**src/rtl/neuron_feeder_if.sv**
```systemverilog
// Handshake and data bundle between the feeder, its sample source, the neuron and the result sink.
// The master view is the feeder itself; the slave view is everything around it.
interface neuron_feeder_if #(
  parameter int N_INPUTS = 9,
  parameter int DATA_W   = 9
);
  logic [DATA_W-1:0]          in_data;
  logic                       in_valid;
  logic                       in_ready;
  logic [N_INPUTS*DATA_W-1:0] neu_inputs;
  logic                       neu_start;
  logic [DATA_W-1:0]          neu_out;
  logic                       neu_end;
  logic [DATA_W-1:0]          res_data;
  logic                       res_valid;
  logic                       res_ready;
  logic                       timeout_err;

  modport master (
    input  in_data, in_valid, neu_out, neu_end, res_ready,
    output in_ready, neu_inputs, neu_start, res_data, res_valid, timeout_err
  );

  modport slave (
    output in_data, in_valid, neu_out, neu_end, res_ready,
    input  in_ready, neu_inputs, neu_start, res_data, res_valid, timeout_err
  );
endinterface

```
**src/rtl/neuron_feeder.sv**
```systemverilog
// Sequencing front-end for one neuron: gathers N_INPUTS samples, pulses start,
// waits for a fresh end_ rising edge (or a timeout) and offers the result downstream.
module neuron_feeder #(
  parameter int N_INPUTS = 9,
  parameter int DATA_W   = 9,
  parameter int TIMEOUT  = 31
) (
  input logic            clk,
  input logic            rst_n,
  neuron_feeder_if.master bus
);
  localparam int CNT_W = (N_INPUTS > 1) ? $clog2(N_INPUTS) : 1;

  typedef enum logic [1:0] {FILL, START, WAIT, HOLD} state_e;

  state_e                     state_q, state_d;
  logic [CNT_W-1:0]           cnt_q, cnt_d;
  logic [7:0]                 wcnt_q, wcnt_d;
  logic                       end_prev_q, end_prev_d;
  logic [N_INPUTS*DATA_W-1:0] vec_q, vec_d;
  logic [DATA_W-1:0]          res_data_q, res_data_d;
  logic                       timeout_err_q, timeout_err_d;

  logic accept;
  logic last;
  logic end_rise;
  logic wait_expired;

  assign accept       = bus.in_valid && (state_q == FILL);
  assign last         = (cnt_q == CNT_W'(N_INPUTS - 1));
  assign end_rise     = bus.neu_end && !end_prev_q;
  assign wait_expired = (wcnt_q == 8'(TIMEOUT)) && !end_rise;

  assign bus.neu_inputs  = vec_q;
  assign bus.res_data    = res_data_q;
  assign bus.timeout_err = timeout_err_q;

  // State and datapath registers; everything returns to idle FILL on reset.
  always_ff @(posedge clk or negedge rst_n) begin
    if (!rst_n) begin
      state_q       <= FILL;
      cnt_q         <= '0;
      wcnt_q        <= '0;
      end_prev_q    <= 1'b1;
      vec_q         <= '0;
      res_data_q    <= '0;
      timeout_err_q <= 1'b0;
    end else begin
      state_q       <= state_d;
      cnt_q         <= cnt_d;
      wcnt_q        <= wcnt_d;
      end_prev_q    <= end_prev_d;
      vec_q         <= vec_d;
      res_data_q    <= res_data_d;
      timeout_err_q <= timeout_err_d;
    end
  end

  // Next-state sequencing through fill, start pulse, wait for result and downstream hold.
  always_comb begin
    state_d = state_q;
    case (state_q)
      FILL:    if (accept && last) state_d = START;
      START:   state_d = WAIT;
      WAIT:    if (end_rise || wait_expired) state_d = HOLD;
      HOLD:    if (bus.res_ready) state_d = FILL;
      default: state_d = FILL;
    endcase
  end

  // Handshake outputs decoded purely from state.
  always_comb begin
    bus.in_ready  = (state_q == FILL);
    bus.neu_start = (state_q == START);
    bus.res_valid = (state_q == HOLD);
  end

  // Datapath: sample capture, end_ edge tracking, wait counter and result capture.
  always_comb begin
    cnt_d         = cnt_q;
    wcnt_d        = wcnt_q;
    end_prev_d    = end_prev_q;
    vec_d         = vec_q;
    res_data_d    = res_data_q;
    timeout_err_d = timeout_err_q;
    case (state_q)
      FILL: begin
        if (accept) begin
          vec_d[int'(cnt_q)*DATA_W +: DATA_W] = bus.in_data;
          cnt_d = last ? '0 : cnt_q + 1'b1;
        end
      end
      START: begin
        // Pretend end_ was already high so a level left over from the last run is not an edge.
        end_prev_d = 1'b1;
        wcnt_d     = '0;
      end
      WAIT: begin
        end_prev_d = bus.neu_end;
        if (end_rise) begin
          res_data_d = bus.neu_out;
        end else begin
          wcnt_d = wcnt_q + 8'd1;
          if (wait_expired) begin
            res_data_d    = '0;
            timeout_err_d = 1'b1;
          end
        end
      end
      default: ;
    endcase
  end
endmodule

```
**src/flat_wrapper.sv**
```systemverilog
// flat-port wrapper written by rule: the top's interface ports become plain ports
module neuron_feeder_flat 
#(
  parameter int N_INPUTS = 9,
  parameter int DATA_W   = 9,
  parameter int TIMEOUT  = 31
)
  (clk, rst_n, bus_in_data, bus_in_valid, bus_neu_out, bus_neu_end, bus_res_ready, bus_in_ready, bus_neu_inputs, bus_neu_start, bus_res_data, bus_res_valid, bus_timeout_err);
  neuron_feeder_if #(.N_INPUTS(N_INPUTS), .DATA_W(DATA_W)) bus_i ();
  input logic clk;
  input logic rst_n;
  input wire logic [$bits(bus_i.in_data)-1:0] bus_in_data;
  input wire logic [$bits(bus_i.in_valid)-1:0] bus_in_valid;
  input wire logic [$bits(bus_i.neu_out)-1:0] bus_neu_out;
  input wire logic [$bits(bus_i.neu_end)-1:0] bus_neu_end;
  input wire logic [$bits(bus_i.res_ready)-1:0] bus_res_ready;
  output wire logic [$bits(bus_i.in_ready)-1:0] bus_in_ready;
  output wire logic [$bits(bus_i.neu_inputs)-1:0] bus_neu_inputs;
  output wire logic [$bits(bus_i.neu_start)-1:0] bus_neu_start;
  output wire logic [$bits(bus_i.res_data)-1:0] bus_res_data;
  output wire logic [$bits(bus_i.res_valid)-1:0] bus_res_valid;
  output wire logic [$bits(bus_i.timeout_err)-1:0] bus_timeout_err;
  assign bus_i.in_data = bus_in_data;
  assign bus_i.in_valid = bus_in_valid;
  assign bus_i.neu_out = bus_neu_out;
  assign bus_i.neu_end = bus_neu_end;
  assign bus_i.res_ready = bus_res_ready;
  assign bus_in_ready = bus_i.in_ready;
  assign bus_neu_inputs = bus_i.neu_inputs;
  assign bus_neu_start = bus_i.neu_start;
  assign bus_res_data = bus_i.res_data;
  assign bus_res_valid = bus_i.res_valid;
  assign bus_timeout_err = bus_i.timeout_err;
  neuron_feeder #(.N_INPUTS(N_INPUTS), .DATA_W(DATA_W), .TIMEOUT(TIMEOUT)) u_core (.clk(clk), .rst_n(rst_n), .bus(bus_i));
endmodule
```
**config.mk**
```make
export PLATFORM = sky130hd
export DESIGN_NAME = neuron_feeder_flat
export DESIGN_NICKNAME = d
export VERILOG_FILES = /design/src/rtl/neuron_feeder_if.sv /design/src/rtl/neuron_feeder.sv /design/src/flat_wrapper.sv
export SDC_FILE = /design/constraint.sdc
export NUM_CORES = 1
export LEC_CHECK = 0
export ABC_AREA = 1
export BUFFER_PORTS_ARGS = -buffer_cell sky130_fd_sc_hd__buf_2
export CELL_PAD_IN_SITES_DETAIL_PLACEMENT = 0
export CELL_PAD_IN_SITES_GLOBAL_PLACEMENT = 1
export CORE_ASPECT_RATIO = 1.5
export CORE_MARGIN = 2
export CORE_UTILIZATION = 43
export CTS_CLUSTER_DIAMETER = 100
export DETAILED_ROUTE_END_ITERATION = 8
export GPL_TIMING_DRIVEN = 0
export PLACE_DENSITY_LB_ADDON = 0.3
export SLEW_MARGIN = 20
export SYNTH_ARGS = -nofsm -noshare
export SYNTH_HDL_FRONTEND = slang
export SYNTH_SLANG_ARGS = --single-unit
```
**constraint.sdc**
```tcl
create_clock -name clk -period 4.81 [get_ports clk]
set_clock_uncertainty 0.1 [all_clocks]
set_input_delay 0.962 -clock clk [delete_from_list [all_inputs] [get_ports clk]]
set_output_delay 0.962 -clock clk [all_outputs]
set_load 0.005 [all_outputs]
```
Word-level counts from Yosys, hierarchy flattened:

Index checks and enable logic that the tools add are counted.
W data, S select, Z words.

* logic and storage cells: 49
* register bits after elaboration: 106
* bits of input ports: 23
* output and inout bits: 94

* add/sub/neg operators: 3
* bitwise operators: 1
* shift-type cells: 2
* $mul: 1
* equal/unequal tests: 9
* reduce and logical (&&, ||, !) cells: 15
* muxes and demuxes: 11

Operators by type and width (number)
* $bwmux W81: 1
* $shift A9 B33 Y81 const A: 1
* $shiftx A9 B33 Y81: 1
* $neg A32 Y33: 1
* $mux W9: 2
* $pmux W8 S2: 1
* $add A8 B1 Y8 const B: 1
* $eq A8 B5 Y1 const B: 1
* $mul A4 B4 Y8 const B: 1
* $mux W8: 1
* $pmux W2 S4: 1
* $mux W2: 3
* $reduce_and A2 Y1: 3
* $reduce_and A3 Y1: 2
* $add A4 B1 Y4 const B: 1
* $eq A2 B2 Y1 const B: 2
* $eq A4 B4 Y1 const B: 1
* $logic_and A1 B1 Y1: 4
* $mux W4: 1
* $ne A2 B1 Y1 const B: 2
* $ne A2 B2 Y1 const B: 2
* $reduce_bool A2 Y1: 2
* $eq A2 B1 Y1 const B: 1
* $logic_not A1 Y1: 2
* other kinds (4): 4

Longest topological paths before layout:

Gate-level depths: netlist of the first run.

* depth in word-level cells: 7
* mapped depth: 12

Worst setup path after synthesis of the first run:

OpenSTA, ideal clock, no wires.

* path type: register to register
* from: register u_core.cnt_q[0]
* to: register u_core.vec_q[0] (netlist: u_core.bus.neu_inputs[0])
* data required time: 4.593 ns
* setup time: 0.117 ns
* stages on the path, launching flop included: 10
* setup slack: 2.584 ns
* period minus slack after synthesis: 2.226 ns
* arrival time: 2.009 ns
* cell sequence: dfrtp_1 > inv_2 > clkbuf_1 > ha_1 > nor2_4 > nand3_1 > nor2_2 > nand2_4 > nand2_1 > nand2_1

* word-level cells in the longest chain between the ends: 4

Ends and longest elaborated chain
* from (decl): line neuron_feeder.sv:17 `logic [CNT_W-1:0] cnt_q, cnt_d;`
* from (signal assigned): line neuron_feeder.sv:50 `cnt_q <= cnt_d;`
* $mul A4 B4 Y8 (*): line neuron_feeder.sv:89 `vec_d[int'(cnt_q)*DATA_W +: DATA_W] = bus.in_data;`
* $neg A32 Y33 (*): line neuron_feeder.sv:89
* $shiftx A9 B33 Y81 / $shift A9 B33 Y81 (equally long branches): line neuron_feeder.sv:89
* $bwmux W81 (*): line neuron_feeder.sv:89
* to (signal assigned): line neuron_feeder.sv:53 `vec_q <= vec_d;`
* to (decl): line neuron_feeder.sv:20 `logic [N_INPUTS*DATA_W-1:0] vec_q, vec_d;`

Mark *: on every way between the ends. The rest lies on a longest branch, timed or not.
A chain may end at the register's enable or synchronous reset.

Final worst setup path of the first run:

* from: register u_core.cnt_q[0]
* to: register u_core.vec_q[6] (netlist: u_core.bus.neu_inputs[6])

The elaborated chain is that of the path after synthesis.

==> results.md, run 1 <==
* Run status: complete, no violations
* Pwr Density at ~610 mW/mm2
* Clock Sinks at ~110
* Setup bufs post-CTS at 0
* CP Data Required Time at 4.96 ns
* Most Crowded Layer GR: met2
* Largest net degree at the start of global routing at 64
* Mapped Area at around 0.005 mm2
* Primary FF master, synth: dfrtp_1
* Distinct cells, synth at 30
* Cells after synthesis at 599
* Ranking of synthesized cells by area: dfrtp_1, nand2_1, nand3_1
* Worst setup SP type: flip-flop
* H-tree levels at 3
* Post-DR vias/cell at roughly 4.9
* Max Fanout on Critical Path at 12
* GRT Util Overall at around 21%
* Fin crit share at between 50% and 60%
* DR pass1 iterations at 4
* Post-synthesis sequential area ratio at 53.04%
* Hold crit path type: reg -> reg
* Synthesis Warnings at 0
* Iter 0 DRT Violations at approximately 170
* Die height at around 140 um
* GR Util met1 at between 20% and 30%
* Total of max-cap violations at 0
* Min Tclk post-route at about 2.6 ns
* Initial Util at around 44%
* Seq cells post-synth at about 110
* Data arrival, critical path at between 2 and 3 ns
* Initial antenna violation count at 0
* Clock Pin Slew Worst Setup and Hold Paths at 0.07 ns
* Via count at approximately 4300
* Skew-Pair Late Insertion Delay at between 0.3 and 0.4 ns
* Number of global-route vias before repair at between 4000 and 5000
* Global-route wire length before repair at between 20000 and 25000 um
* DR WL/cell at between 10 and 15 um
* # diodes at 0
* Clock Tree Buf Depth at 2
* Leak at 3.560 nW
* IO Pins at between 100 and 150
* Core area at 0.01141 mm2
* Post-synth ARST share at 100.0%
* Post-synth EDFFs at 0
* Synth top area share at approximately 53%
* Synth cell count leaders: nand2_1, dfrtp_1, nand3_1, nor2_1, inv_1
* Drt drc at 0
* Die Span X at 92.08 um
* Layout cell share with drive strength beyond 1 at between 20% and 30%
* Max Freq at 383.2 MHz
* CTS buffer count at 9
* Syn nets at between 600 and 700
* IO Port Bufs at between 100 and 150
* Nets at around 760
* Clock Root Buffer: clkbuf_16
* Met2 Use GR at between 30% and 40%
* Routability congestion estimate at about 0.81
* Relative slew margins at roughly 65%
* Register area at approximately 0.0027 mm2
* Dpl hpwl at 9553 um
* Area taken by multi-input logic gates at 0.002145 mm2
* Setup TNS at 0 ns
* Worst setup EP type: flip-flop
* Count leader, synth: nand2_1
* CTS tree: done
* Peak supply drop at between 200 and 300 uV
* Site Rows at 48
* Die area at between 0.01 and 0.015 mm2
* GRT Residual Overflow at 0
* M3 GR Usage at ~4.6%
* Area Overhead vs Synth at 21.56%
* Synth area leader: dfrtp_1
* Final Max Slew Viols at 0
* Filler cell count at between 1000 and 1500
* Final ANT Viol Nets at 0
* Post-cts hold buffer count at 0
* Critical path type: reg -> reg
* Final Hold Fails at 0
* Worst hold slack at ~0.37 ns
* CTS resizes at 0
* Worst-Margin Slew at between 0.5 and 0.6 ns
* RSZ-0062 raised after global routing: false
* Synth Area per Inst at around 8.4 um2
* Routed wire length at around 13000 um
* Final setup viols at 0
[layout make-up]
cell class              instances  area share, %
multi-input cells             448          35.26
clock inverters                 7         0.8434
plain buffers                  13          1.399
inverters                      32          1.975
well taps                     150          3.086
clock buffers                   9          3.703
repair buffers                117          10.10
flip-flops and latches        106          43.63
[cells in the final DEF, fill, tap and decap left out, types with 2 or more instances in the layout]
master        n
nor2_2        3
nand3_1      70
buf_6         2
nand2_4      10
buf_2       120
inv_6         3
clkinv_2      2
dfrtp_1     105
nand4_1       8
clkinv_1      2
o21ai_0       8
ha_1         11
nor3_1       19
clkbuf_16     9
nand2_1     266
inv_1        25
nor2_4        9
inv_2         5
clkinvlp_4    2
nand2_2       7
nor2_1       26
buf_4         3
a21oi_1       3
clkbuf_1      3
[cells by family after synthesis]
| logic type | Yosys count | synth area share, % |
|---|---|---|
| and+or+nand+nor | 422 | 38.41 |
| buffers and inverters | 45 | 4.101 |
| xor gates and xnor gates | 1 | 0.1751 |
| adders and majority gates | 11 | 2.751 |
| DFF | 106 | 53.04 |
| AOI/OAI and AO/OA | 14 | 1.526 |
[sequential cells by signal (all words and copies together) (netlist names)]
signal                  count
u_core.bus.res_data         9
u_core.wcnt_q               8
u_core.cnt_q                4
u_core.state_q              2
u_core.bus.timeout_err      1
u_core.end_prev_q           1
u_core.bus.neu_inputs      81
[report_power, final]
group	leakage (nW)	switching, W	internal [W]
Combinational	2.01	0.00101	0.000586
Sequential	1.42	0.000199	0.00122
Clock	0.133	0.000346	0.000355
Total	3.56	0.00155	0.00216
[path summary, 6_finish.rpt]
| kind | start | to | slack (ns) | cells past startpoint |
|---|---|---|---|---|
| setup / recovery | u_core.cnt_q[0] | u_core.bus.neu_inputs[6] | 2.20 | 9 |
| hold / removal | u_core.bus.res_data[6] | u_core.bus.res_data[6] | 0.37 | 2 |
| setup reg to reg | u_core.cnt_q[0] | u_core.bus.neu_inputs[6] | 2.20 | 9 |
| hold reg to reg | u_core.bus.res_data[6] | u_core.bus.res_data[6] | 0.37 | 2 |
| max in group asynchronous | rst_n | u_core.bus.neu_inputs[55] | 3.53 | 2 |
| min in group asynchronous | rst_n | u_core.wcnt_q[1] | 0.43 | 1 |
[stage by stage]
step	setup slack, ns	area (um2)	power [W]	instances	util, %
final	2.200	6082	0.003706	882	53.30
after global routing	1.949	6082	0.004001	882	53.30
after CTS	2.179	6082	0.003746	882	53.30
after detailed placement	2.189	5806	0.003036	866	50.88
after global placement	1.539	5772	0.002994	865	50.58
after floorplan	2.584	5004	0.002434	599	-
[layer usage]
layer,up-vias,wire length (um)
li1,2160,-
met1,2040,5201
met2,112,6447
met3,16,644
met4,0,217
met5,-,0
[worst max-delay path, stage by stage (launching register included)]
cell and delay, ns:
dfrtp_1 0.46, inv_2 0.14, clkbuf_1 0.44, ha_1 0.38
nor2_4 0.22, nand3_1 0.12, nor2_2 0.36, nand2_4 0.15
nand2_1 0.09, nand2_1 0.04
(Power assumes the default switching activity.)
==> inputs of run 2 (changes only) <==
--- a/config.mk
+++ b/config.mk
@@ -11,7 +11,7 @@
 export CELL_PAD_IN_SITES_GLOBAL_PLACEMENT = 1
 export CORE_ASPECT_RATIO = 1.5
 export CORE_MARGIN = 2
-export CORE_UTILIZATION = 43
+export CORE_UTILIZATION = 36
 export CTS_CLUSTER_DIAMETER = 100
 export DETAILED_ROUTE_END_ITERATION = 8
 export GPL_TIMING_DRIVEN = 0
==> constraint.sdc (replaced) <==
create_clock -name clk -period 2.2 [get_ports clk]
set_clock_uncertainty 0.1 [all_clocks]
set_input_delay 0.44 -clock clk [delete_from_list [all_inputs] [get_ports clk]]
set_output_delay 0.44 -clock clk [all_outputs]
set_load 0.005 [all_outputs]
==> results.md, run 2 (synthesis results as in run 1) <==
* Nets at between 700 and 800
* CTS tree: done
* Final Hold Fails at 0
* DR WL/cell at 14.49 um
* Die area at around 0.015 mm2
* IO Port Bufs at between 100 and 150
* Post-DR vias/cell at ~4.8
* Filler cell count at 1405
* Initial Util at 36.97%
* Data arrival, critical path at ~2.3 ns
* Min Tclk post-route at slightly above 2 ns
* Register area at between 0.002 and 0.003 mm2
* IO Pins at ~120
* Via count at approximately 4300
* Relative slew margins at between 60% and 70%
* Peak supply drop at between 500 and 600 uV
* Core area at roughly 0.014 mm2
* Max FFs per register at 81
* Final Max Slew Viols at 0
* Top routing layer in use: met4
* # diodes at 0
* Area Overhead vs Synth at 24.73%
* Commonest cells after routing, fill and taps aside: nand2_1, buf_2, dfrtp_1
* Drt drc at 0
* Final setup viols at 0
* Die height at between 100 and 150 um
* Pwr Density at between 1000 and 1500 mW/mm2
* Die Span X at ~100 um
* Clock Root Buffer: clkbuf_16
* GRT Residual Overflow at 0
* Clock Sinks at about 110
* Total of max-cap violations at 0
* CP Data Required Time at around 2.4 ns
* Hold crit path type: in -> reg
* WL met2 at between 6000 and 7000 um
* Final ANT Viol Nets at 0
* H-tree levels at 3
* CTS buffer count at 9
* Run status: complete, no violations
* Initial antenna violation count at 0
* Leak at around 3.6 nW
* Area taken by multi-input logic gates at between 0.002 and 0.0025 mm2
* Routability congestion estimate at ~0.78
* Skew-Pair Late Insertion Delay at between 0.3 and 0.4 ns
* Routed wire length at roughly 13000 um
* Site Rows at 52
* DP Cell Count at 878
* Worst setup EP type: flip-flop
* Fin crit share at between 90% and 100%
* Iter 0 DRT Violations at 147
* Largest net degree at the start of global routing at between 50 and 60
* Wl on met1 at ~5400 um
* Layout cell share with drive strength beyond 1 at around a quarter
* Clock Tree Buf Depth at 2
* Dpl hpwl at between 10000 and 15000 um
* Setup TNS at 0 ns
* WL met3 at a little over 600 um
* Commonest non-fill, non-tap cell in the layout: nand2_1
* DR pass1 iterations at 4
* Global-route wire length before repair at roughly 21000 um
* Fin cells at 900
* Number of global-route vias before repair at about 4300
* GRT Util Overall at ~18%
* Clock Pin Slew Worst Setup and Hold Paths at approximately 0.070 ns
* Max Fanout on Critical Path at 12
* Critical path type: reg -> reg
* Worst setup SP type: flip-flop
* Max Freq at between 400 and 500 MHz
* Worst-Margin Slew at 0.4937 ns
run 2: final timing paths:
check	from	end	slack [ns]	depth (start not counted)
worst min-delay path	bus_neu_out[0]	u_core.bus.res_data[0]	0.22	3
worst max-delay path	u_core.cnt_q[0]	u_core.bus.neu_inputs[51]	0.14	7
worst max register to register	u_core.cnt_q[0]	u_core.bus.neu_inputs[51]	0.14	7
max in group asynchronous	rst_n	u_core.end_prev_q	0.82	3
min in group asynchronous	rst_n	u_core.bus.neu_inputs[35]	0.50	2
worst min register to register	u_core.bus.neu_inputs[74]	u_core.bus.neu_inputs[74]	0.36	2
run 2: stage by stage:
stage	util (%)	instance area, um2	hold slack [ns]	power [W]	setup WS [ns]
after floorplan	-	5005	0.04441	0.005325	0.1043
after global placement	42.77	5788	0.3475	0.006594	-0.6110
after detailed placement	43.02	5822	0.3217	0.006684	-0.2233
after CTS	45.78	6196	0.2164	0.008466	0.01561
after global routing	46.12	6241	0.2329	0.009119	-0.003422
final	46.12	6241	0.2190	0.008447	0.1359
run 2: where the power goes:
part | internal [W] | switching (W)
sequential | 0.00266 | 0.000432
clock | 0.00103 | 0.000703
combinational | 0.00135 | 0.00227
total | 0.00504 | 0.00341
run 2: cell type report:
| type | count | share of cell area (%) |
|---|---|---|
| clock inverters | 4 | 1.183 |
| multi-input cells | 448 | 34.96 |
| plain buffers | 13 | 1.524 |
| inverters | 32 | 1.985 |
| well taps | 162 | 3.248 |
| flip-flops and latches | 106 | 42.54 |
| clock buffers | 12 | 3.949 |
| repair buffers | 123 | 10.61 |
run 2: repair_timing:
item,in CTS,in global routing
setup endpoints to repair,58,71
endpoints found under the hold margin,51,0
gates resized for setup,4,10
pin swaps,3,2
setup buffers,4,1
hold buffers,1,0
run 2: metal layers:
metal | track usage, % | up-vias
met5 | 0 | -
met1 | 22.27 | 2011
met4 | 6.507 | 0
li1 | - | 2167
met3 | 3.102 | 12
met2 | 31.74 | 108
run 2: worst max-delay path: stages, from the launching register on:
cell,delay (ns)
dfrtp_2,0.44
inv_2,0.09
buf_6,0.16
ha_1,0.42
clkinvlp_4,0.27
nor3_1,0.36
nand2_1,0.09
nand2_1,0.07
==> inputs of run 3 (changes only) <==
--- a/config.mk
+++ b/config.mk
@@ -10,11 +10,12 @@
 export CELL_PAD_IN_SITES_DETAIL_PLACEMENT = 0
 export CELL_PAD_IN_SITES_GLOBAL_PLACEMENT = 1
 export CORE_ASPECT_RATIO = 1.5
-export CORE_MARGIN = 2
 export CORE_UTILIZATION = 36
+export CTS_BUF_LIST = sky130_fd_sc_hd__clkbuf_8 sky130_fd_sc_hd__clkbuf_16
 export CTS_CLUSTER_DIAMETER = 100
 export DETAILED_ROUTE_END_ITERATION = 8
 export GPL_TIMING_DRIVEN = 0
+export MAX_ROUTING_LAYER = met4
 export PLACE_DENSITY_LB_ADDON = 0.3
 export SLEW_MARGIN = 20
 export SYNTH_ARGS = -nofsm -noshare
==> results.md, run 3 (synthesis results as in run 1) <==
* Critical path type: reg -> reg
* CP max-delay cell: dfrtp_2
* Most Crowded Layer GR: met2
* Dpl hpwl at 9839 um
* DR WL/cell at 14.58 um
* Leak at about 3.6 nW
* Routed wire length at roughly 13000 um
* Run status: finished, violations left
* Min-delay src: bus_neu_out[0]
* FF-to-FF End: u_core.bus.neu_inputs[47]
* Failing checks: design-rule violations
* IO Port Bufs at 116
* Hold EP: u_core.bus.res_data[0]
* Pwr Density at 1337 mW/mm2
* Flop2flop setup slack at 0.13 ns
* Critical-path cell list: inv_2, buf_4, ha_1, clkinv_1, nor3_1, nand2_1, nand2_1
* Nets at a little under 800
* Via count at between 4000 and 5000
* Initial antenna violation count at 0
* Drt drc at 7
* Commonest non-fill, non-tap cell in the layout: nand2_1
* Post-DR vias/cell at between 4 and 5
* PnR Total Power at 0.008282 W
* Max Freq at roughly 480 MHz
* Die height at 146.4 um
* Reg2reg start: u_core.cnt_q[0]
* Met2 Use GR at around 33%
* Clock Pin Slew Worst Setup and Hold Paths at roughly 0.07 ns
* Fin crit share at roughly 94%
* Final ANT Viol Nets at 0
* Final setup viols at 0
* Max Fanout on Critical Path at 12
* Die area at ~0.014 mm2
* Critical path's most frequent cell: nand2_1
* Layout cell share with drive strength beyond 1 at 25.95%
* Area Overhead vs Synth at 23.83%
* H-tree levels at 3
* Critical path's top delay family: simple AND/OR/NAND/NOR gates
* Max FFs per register at between 80 and 90
* Die Span X at 98.26 um
* M3 GR Usage at 3.399%
* Data arrival, critical path at roughly 2.3 ns
* GRT Util Overall at around a fifth
* Final Instance Area at 0.006196 mm2
* CP bufs+invs at 3
* Min Tclk post-route at between 2 and 2.5 ns
* Iter 0 DRT Violations at between 150 and 200
* Clock Tree Buf Depth at 2
* GRT Residual Overflow at 0
* # diodes at 0
* GR Util met1 at 23.37%
* Routability congestion estimate at slightly above 0.8
* Total of max-cap violations at 0
* Final Max Slew Viols at 0
* RSZ-0062 raised after global routing: true
* Final Hold Fails at 0
* Worst-Margin Slew at roughly 0.46 ns
* Post-DP Area at approximately 0.0058 mm2
* Initial Util at between 30 and 40%
* Clock Sinks at ~110
* Peak supply drop at between 400 and 500 uV
* Hold Path Depth at 3
* Core area at ~0.014 mm2
* CTS buffer count at 9
* Site Rows at 52
* Largest net degree at the start of global routing at 62
* Global-route wire length before repair at ~21000 um
* Hold crit path type: in -> reg
* Relative slew margins at between 60% and 70%
* Commonest cells after routing, fill and taps aside: nand2_1, buf_2, dfrtp_1
* Worst R2R Path Depth at 7
* Skew-Pair Late Insertion Delay at 0.35 ns
* Worst setup SP type: flip-flop
* Number of global-route vias before repair at roughly 4300
* Filler cell count at about 1400
* Final Util at 45.78%
* CTS tree: done
* DR pass1 iterations at 9
* CP Data Required Time at between 2 and 2.5 ns
* Worst setup EP type: flip-flop
* Clock Root Buffer: clkbuf_16
* Worst path max stage delay at ~0.43 ns
* IO Pins at about 120
[run 3: cell count changes in the layout (fill, tap and decap cells not counted), sizes merged]
cell    before  now
nor2        39   41
buf        132  134
clkbuf      15   11
clkinv       2    4
bufinv       2    1
inv         31   32
[run 3: how the worst max path moves through the flow]
stage / startpoint / to / slack [ns] / depth (start not counted)
after floorplan: u_core.cnt_q[0] / u_core.bus.neu_inputs[0] / 0.10 / 9
after global placement: rst_n / u_core.bus.neu_inputs[7] / -0.59 / 1
after detailed placement: u_core.cnt_q[0] / u_core.bus.neu_inputs[1] / -0.21 / 9
after CTS: u_core.cnt_q[0] / u_core.bus.neu_inputs[37] / 0.02 / 9
after global routing: u_core.cnt_q[0] / u_core.bus.neu_inputs[11] / -0.05 / 7
final: u_core.cnt_q[0] / u_core.bus.neu_inputs[47] / 0.13 / 7
[run 3: metrics by stage]
stage	worst slack (ns)	hold WS (ns)	std cells	setup TNS, ns
global route	-0.05121	0.2078	902	-0.1722
floorplan	0.1043	0.04441	599	0
finish	0.1295	0.2161	902	0
global placement	-0.5889	0.3476	877	-63.88
detailed placement	-0.2091	0.3019	878	-3.541
CTS	0.01738	0.2082	896	0
[run 3: layer usage]
layer | wire, um | vias up
met1 | 5642 | 2061
met4 | 259 | 0
met3 | 529 | 21
met2 | 6721 | 118
met5 | 0 | -
li1 | - | 2176
[run 3: layout make-up]
type / instances / area [um2] / area share (%)
inverters: 32 / 120.1 / 1.939
repair buffers: 124 / 669.4 / 10.80
clock buffers: 9 / 225.2 / 3.635
clock inverters: 6 / 65.06 / 1.050
well taps: 162 / 202.7 / 3.271
multi-input cells: 450 / 2170 / 35.02
flip-flops and latches: 106 / 2655 / 42.85
plain buffers: 13 / 88.84 / 1.434
[run 3: worst register-to-register path, cell delays in order (launching register included)]
cell      delay, ns
dfrtp_2        0.43
inv_2          0.09
buf_4          0.18
ha_1           0.38
clkinv_1       0.26
nor3_1         0.39
nand2_1        0.11
nand2_1        0.07
[run 3: what timing repair did]
| item | 4_1_cts | 5_1_grt |
|---|---|---|
| hold buffers | 1 | 0 |
| pin swaps | 3 | 4 |
| resized for setup | 3 | 3 |
| buffers inserted | 2 | 4 |
| setup endpoints to repair | 53 | 60 |
| endpoints found under the hold margin | 44 | 0 |
| gates cloned | 0 | 2 |
[run 3: power by group]
part,internal (W),switching [W]
combinational,0.00132,0.00228
sequential,0.00266,0.000429
clock,0.000880,0.000714
total,0.00486,0.00342
